## src/rtl/trap_ctrl_pkg.sv

```systemverilog
// Shared definitions for the machine-mode trap sequencer: FSM state
// encoding, the external-interrupt cause value and standard exception causes.
package trap_ctrl_pkg;

    // Trap sequencer states
    typedef enum logic [1:0] {
        ST_IDLE = 2'd0,
        ST_SAVE = 2'd1,
        ST_JUMP = 2'd2,
        ST_RET  = 2'd3
    } trap_state_e;

    // mcause value for a machine external interrupt (interrupt bit set, code 11)
    localparam logic [31:0] IRQ_CAUSE_M_EXT        = 32'h8000_000B;

    // Standard synchronous exception cause codes
    localparam logic [31:0] CAUSE_INSTR_MISALIGNED = 32'd0;
    localparam logic [31:0] CAUSE_INSTR_FAULT      = 32'd1;
    localparam logic [31:0] CAUSE_ILLEGAL_INSTR    = 32'd2;
    localparam logic [31:0] CAUSE_BREAKPOINT       = 32'd3;
    localparam logic [31:0] CAUSE_LOAD_MISALIGNED  = 32'd4;
    localparam logic [31:0] CAUSE_LOAD_FAULT       = 32'd5;
    localparam logic [31:0] CAUSE_STORE_MISALIGNED = 32'd6;
    localparam logic [31:0] CAUSE_STORE_FAULT      = 32'd7;
    localparam logic [31:0] CAUSE_ECALL_U          = 32'd8;
    localparam logic [31:0] CAUSE_ECALL_M          = 32'd11;

endpackage : trap_ctrl_pkg

```

## src/rtl/trap_ctrl.sv

```systemverilog
// Machine-mode trap sequencer between WB and the CSR file. Accepts one
// exception, mret or external interrupt while idle, writes mcause/mtval/mepc,
// flushes the pipeline and redirects fetch to mtvec (trap) or mepc (mret).
// Outputs are decoded only from the registered state and latches, so no WB
// input reaches an output combinationally.
module trap_ctrl
    import trap_ctrl_pkg::*;
#(
    parameter int unsigned         XLEN      = 32,
    parameter logic [XLEN-1:0]     IRQ_CAUSE = XLEN'(IRQ_CAUSE_M_EXT)
) (
    input  logic            clk,
    input  logic            rst,
    input  logic            wb_valid_i,
    input  logic [XLEN-1:0] wb_pc_i,
    input  logic            wb_excp_valid_i,
    input  logic [XLEN-1:0] wb_excp_cause_i,
    input  logic [XLEN-1:0] wb_excp_tval_i,
    input  logic            wb_mret_i,
    input  logic            ext_irq_i,
    input  logic [XLEN-1:0] mtvec_rdata_i,
    input  logic [XLEN-1:0] mepc_rdata_i,
    output logic            mcause_wen_o,
    output logic [XLEN-1:0] mcause_wdata_o,
    output logic            mtval_wen_o,
    output logic [XLEN-1:0] mtval_wdata_o,
    output logic            mepc_wen_o,
    output logic [XLEN-1:0] mepc_wdata_o,
    output logic            flush_o,
    output logic            redirect_valid_o,
    output logic [XLEN-1:0] redirect_pc_o,
    output logic            trap_busy_o,
    output logic            mie_o
);

    trap_state_e     state_q, state_d;
    logic [XLEN-1:0] cause_q, cause_d;
    logic [XLEN-1:0] tval_q,  tval_d;
    logic [XLEN-1:0] epc_q,   epc_d;
    logic            mie_q,   mie_d;

    // State, trap latches and interrupt-enable registers with synchronous reset
    always_ff @(posedge clk) begin
        if (rst) begin
            state_q <= ST_IDLE;
            cause_q <= '0;
            tval_q  <= '0;
            epc_q   <= '0;
            mie_q   <= 1'b1;
        end else begin
            state_q <= state_d;
            cause_q <= cause_d;
            tval_q  <= tval_d;
            epc_q   <= epc_d;
            mie_q   <= mie_d;
        end
    end

    // Next-state logic: event priority in IDLE, fixed sequence otherwise
    always_comb begin
        state_d = state_q;
        cause_d = cause_q;
        tval_d  = tval_q;
        epc_d   = epc_q;
        mie_d   = mie_q;
        case (state_q)
            ST_IDLE: begin
                if (wb_excp_valid_i) begin
                    // Faulting instruction does not complete; epc points at it
                    cause_d = wb_excp_cause_i;
                    tval_d  = wb_excp_tval_i;
                    epc_d   = wb_pc_i;
                    state_d = ST_SAVE;
                end else if (wb_mret_i && wb_valid_i) begin
                    state_d = ST_RET;
                end else if (ext_irq_i && mie_q && wb_valid_i) begin
                    // WB instruction retires, so resume after it (wraps at 2^XLEN)
                    cause_d = IRQ_CAUSE;
                    tval_d  = '0;
                    epc_d   = wb_pc_i + XLEN'(32'd4);
                    state_d = ST_SAVE;
                end else begin
                    state_d = ST_IDLE;
                end
            end
            ST_SAVE: begin
                mie_d   = 1'b0;
                state_d = ST_JUMP;
            end
            ST_JUMP: begin
                state_d = ST_IDLE;
            end
            ST_RET: begin
                mie_d   = 1'b1;
                state_d = ST_IDLE;
            end
            default: begin
                state_d = ST_IDLE;
            end
        endcase
    end

    // Output decode from registered state; data buses are zero when unused
    always_comb begin
        mcause_wen_o     = 1'b0;
        mcause_wdata_o   = '0;
        mtval_wen_o      = 1'b0;
        mtval_wdata_o    = '0;
        mepc_wen_o       = 1'b0;
        mepc_wdata_o     = '0;
        flush_o          = 1'b0;
        redirect_valid_o = 1'b0;
        redirect_pc_o    = '0;
        trap_busy_o      = 1'b0;
        case (state_q)
            ST_IDLE: begin
                trap_busy_o = 1'b0;
            end
            ST_SAVE: begin
                mcause_wen_o   = 1'b1;
                mcause_wdata_o = cause_q;
                mtval_wen_o    = 1'b1;
                mtval_wdata_o  = tval_q;
                mepc_wen_o     = 1'b1;
                mepc_wdata_o   = epc_q;
                flush_o        = 1'b1;
                trap_busy_o    = 1'b1;
            end
            ST_JUMP: begin
                redirect_valid_o = 1'b1;
                redirect_pc_o    = mtvec_rdata_i;
                trap_busy_o      = 1'b1;
            end
            ST_RET: begin
                flush_o          = 1'b1;
                redirect_valid_o = 1'b1;
                redirect_pc_o    = mepc_rdata_i;
                trap_busy_o      = 1'b1;
            end
            default: begin
                trap_busy_o = 1'b0;
            end
        endcase
    end

    assign mie_o = mie_q;

endmodule : trap_ctrl

```

## config.mk

```make
export PLATFORM = sky130hd
export DESIGN_NAME = trap_ctrl
export DESIGN_NICKNAME = d
export VERILOG_FILES = /design/src/rtl/trap_ctrl_pkg.sv /design/src/rtl/trap_ctrl.sv
export SDC_FILE = /design/constraint.sdc
export NUM_CORES = 1
export LEC_CHECK = 0
export CAP_MARGIN = 20
export CELL_PAD_IN_SITES_DETAIL_PLACEMENT = 0
export CELL_PAD_IN_SITES_GLOBAL_PLACEMENT = 1
export CORE_MARGIN = 1
export CORE_UTILIZATION = 40
export DETAILED_ROUTE_END_ITERATION = 6
export DONT_BUFFER_PORTS = 1
export MAX_ROUTING_LAYER = met4
export PLACE_DENSITY = 0.7
export SETUP_SLACK_MARGIN = 0.15
export SLEW_MARGIN = 40
export SYNTH_ARGS = -nofsm -noshare
export SYNTH_HDL_FRONTEND = slang
export SYNTH_SLANG_ARGS = --single-unit
```

## constraint.sdc

```tcl
create_clock -name clk -period 2.3 [get_ports clk]
set_input_delay 0.46 -clock clk [delete_from_list [all_inputs] [get_ports clk]]
set_output_delay 0.46 -clock clk [all_outputs]
set_load 0.005 [all_outputs]
```

======== Word-level counts from Yosys, hierarchy flattened ========
Cells that the tools add are included.
cells by class
  eq/ne operators ......................... 4
  reductions and logical operators ........ 10
  $add $sub $neg .......................... 1
  mux-type cells .......................... 22
operator list
  operator                                                                number
  32-bit two-way mux                                                      12
  32-bit case mux with 2 select lines                                     1
  32-bit by 3-bit adder with 32-bit output (second input constant)        1
  2-bit case mux with 3 select lines                                      1
  2-bit equality test (second input constant)                             2
  1-bit two-way mux                                                       4
  2-bit two-way mux                                                       2
  1-bit case mux with 2 select lines                                      2
  2-bit nonzero test                                                      2
  2-bit OR reduction                                                      2
  1-bit logical AND                                                       3
  3-bit AND reduction                                                     1
  3-bit OR reduction                                                      1
  2-bit by 1-bit equality test with 1-bit output (second input constant)  1
  2-bit zero test                                                         1
  2-bit inequality test (second input constant)                           1
storage, ports and cells
  logic and storage cells ................. 42
  input port bits ......................... 166
  bits in registers ....................... 99
  output and inout port bits .............. 135

======== Longest topological paths before layout ========
  word-level depth ........................ 6
  gate-level depth with buffers ........... 7

======== Worst setup path after synthesis ========
OpenSTA, ideal clock, no wires.
  path kind ............................... flip-flop to output port
  start ................................... register state_q[0]
  end ..................................... output mcause_wdata_o[10]
  arrival time ............................ 1417 ps
  path slack .............................. 423 ps
  cell stages (with the launch flop) ...... 7
  path buffers ............................ 4
  cells stage by stage .................... dfxtp_1 -> buf_2 -> nor2b_1 -> clkbuf_1 -> clkbuf_1 -> clkbuf_1 -> and2_1
on the way
  cells in the longest elaborated chain, start to end .. 2
ends and longest elaborated chain
  item                                            RTL line          text
  from (decl)                                     trap_ctrl.sv:36   trap_state_e state_q, state_d;
  from (signal assigned)                          trap_ctrl.sv:51   state_q <= state_d;
  2-bit by 1-bit equality test with 1-bit output  trap_ctrl.sv:115  case (state_q)
  32-bit two-way mux                              trap_ctrl.sv:115
  to (decl)                                       trap_ctrl.sv:24   output logic [XLEN-1:0] mcause_wdata_o,
No other way between the ends.

======== Final worst setup path ========
  start ................................... register state_q[1]
  end ..................................... output mepc_wdata_o[6]
on the way
  cells in the longest elaborated chain, start to end .. 2
ends and longest elaborated chain
  item                                            RTL line          text
  2-bit by 1-bit equality test with 1-bit output  trap_ctrl.sv:115
  32-bit two-way mux                              trap_ctrl.sv:115
  to (decl)                                       trap_ctrl.sv:28   output logic [XLEN-1:0] mepc_wdata_o,
No other way between the ends.

==> flow_summary.ini <==
[logic_synthesis]
synth_area_leader_cell = dfxtp_1
synth_common_cells = nor2_1, and2_1, dfxtp_1, a22oi_1, clkbuf_1
yosys.cell_count.top_type = nor2_1
syn_nets = 785
synth_edf_count = 0
synth.distinct_cells = 39
ys_seq_elements = 99
ys_seq_area_share_pct = 38.22
synth_area_sq_um = 5185
netlist.area_leader.share_pct = 38.22
netlist_instances = 618
async_flop_share_pct = 0
syn_area_per_cell_sq_um = 8.390
ys_top_cells_by_area = dfxtp_1, and2_1, a22oi_1
ys_warn_count = 0
ys.flop_type = dfxtp_1

[global_route]
grt_antenna_before_repair = 0
grt_max_degree = 100
grt_pass1_wl_um = 21050
first_global_vias = 3890
grt-ovfl-total = 0
grt_util_all_layers_pct = 21.49

[placed_design]
dp.cells = 751
place_congestion = 0.8243
dp_hpwl_um = 10840
dp_slack_ns = 0.4855
post_dp_cell_area_sq_um = 5353
numPortBuffers = 0

[floorplan]
start_util_pct = 41.09
row_count = 41
fp.coreArea_sq_um = 12620
die-height_um = 115.9
dieArea_sq_um = 13420
ios = 301
die_x_um = 115.9

[cts]
clk_pin_slew_ns = 0.07
clock_sinks = 99
cts_root_buf = clkbuf_16
clockBufferDepth = 2
h-tree-depth = 3
numCtsBuffers = 9
ctsHoldBuffers = 0
cts_tree = built
clock_latency_ns = 0.35

[power]
p_sw_mw = 1.180
p_sw_share_pct = 28.65
power.density_nw_per_um2 = 718.2
power_frac_clock_pct = 36.0
internal_power_mw = 2.938
comb_power_share_pct = 17.1
ir_drop_mv = 0.3985
pwr-share-seq_pct = 46.9
p_leak_nw = 2.159

[setup_path]
cp-endpoint = mepc_wdata_o[6]
worstSetupStartpoint = state_q[1]
reg2regPathDepth = 6
r2r_start = state_q[1]
crit_type = reg2out
required_ns = 1.84
worst_r2r_endpoint = cause_q[21]
end_kind = output pin
cp-start-kind = register
cp.arrival_ns = 1.57
r2r_slack_ns = 0.49
crit_fanout = 37

[sta]
hold_viol_final = 0
worst_pin_slew_ns = 0.7242
finalClockSkew_ns = 0.008455
post-route-period-util_pct = 88.18
rsz0062_at_grt = no
setup_viol_count_final = 0
slew_headroom_pct = 51.61
max_freq_mhz = 493.1
final_max_slew_viol_count = 0
fin_ws_ns = 0.2719
fin_tns_setup_ns = 0
period_needed_ns = 2.028

[layout]
fin_cells = 771
stdcell_area_sq_um = 5733
post-route-util_pct = 45.43
final_nets = 761
area_delta_synth_final_pct = 10.57
fillers = 1267
antennaDiodeCount = 0
drive_gt1_share_pct = 8.347

[detailed_routing]
drcViolationCount = 0
wl_per_cell_um = 19.71
firstDrtPassIters = 5
viasPerCell = 5.505
ant_nets = 0
drt_iter0_drc = 249
vias = 4244
wl_um = 15190

[run]
maxCapViolCount = 0

[run_status]
outcome = finished clean

[worst_hold_path]
hold_path.class = in2reg
-- area by class of cell --
type                            count  area, sq um  share of cell area [%]
Multi-Input combinational cell    460         2985                   52.07
Sequential cell                    99         1984                   34.61
Timing Repair Buffer               19        242.7                   4.234
Clock buffer                       10        229.0                   3.994
Tap cell                          172        215.2                   3.754
Clock inverter                      6        57.56                   1.004
Inverter                            5        18.77                  0.3274
-- layout by cell type, fill, tap and decap left out, types with 2 or more instances in the layout --
master and count:
a22oi_1 60, inv_6 2, buf_12 4, dfxtp_1 97
nor2b_1 33, xor2_1 13, buf_6 2, nand2_1 16
and2_1 101, nor2_4 2, nand4_4 2, and4_1 2
nand4b_1 2, dfxtp_2 2, a21oi_1 4, and3_1 6
nand4_1 4, inv_1 5, xnor2_1 16, clkinv_4 2
nand3_1 6, mux2i_1 33, nor2_1 106, nor3_1 11
clkbuf_16 11, inv_8 2, a211oi_1 26, a211oi_2 3
buf_4 10
-- logic make-up after synthesis --
group / share of synthesized area, %
multiplexers: 6.371
flip-flops: 38.22
buffers and inverters: 4.802
XOR/XNOR: 4.899
adder cells (fa/ha/maj): 0.2413
AND/OR/NAND/NOR: 31.40
AO/OA/AOI/OAI: 14.07
-- worst min-delay path by stage --
stage	start	to	slack, ns	depth (start not counted)
floorplan	epc_q[0]	epc_q[0]	0.43	2
global placement	epc_q[0]	epc_q[0]	0.44	2
detailed placement	epc_q[1]	epc_q[1]	0.44	2
CTS	rst	tval_q[27]	0.17	1
global route	rst	epc_q[1]	0.16	1
finish	rst	tval_q[19]	0.17	1
-- state kept, by name, summed over array words and instances (netlist names) --
register,cells
state_q,2
cause_q,32
epc_q,32
tval_q,32
mie_o,1
-- layer usage --
metal	track usage, %	up-vias	routed length, um
li1	-	2050	-
met4	6.752	0	205
met3	5.282	17	1067
met1	24.48	2006	6117
met2	36.94	171	7803
met5	-	-	0
-- timing repair --
action | 4_1_cts | 5_1_grt
endpoints found under the setup margin | 1 | 79
resized for setup | 0 | 5
cloned | 0 | 2
setup buffers | 0 | 2
-- worst max-delay path: stages, from the launching register on --
cell       delay, ns
dfxtp_2         0.36
buf_8           0.17
nor2b_4         0.16
buf_12          0.13
clkbuf_16       0.20
and2_1          0.20
-- power groups by stage --
| stage | Sequential, mW | Combinational, mW | Clock (mW) |
|---|---|---|---|
| after floorplan | 1.94 | 0.555 | 0 |
| after global routing | 1.95 | 0.792 | 1.59 |
| after CTS | 1.93 | 0.677 | 1.53 |
| final | 1.93 | 0.706 | 1.48 |
| after global placement | 1.96 | 0.654 | 0 |
| after detailed placement | 1.97 | 0.674 | 0 |
-- through the flow --
step	hold slack (ns)	power, mW
3_5_place_dp	0.4416	2.642
5_1_grt	0.1632	4.327
3_3_place_gp	0.4379	2.617
4_1_cts	0.1690	4.136
6_report	0.1714	4.117
2_1_floorplan	0.4317	2.499
(Power assumes the default switching activity.)
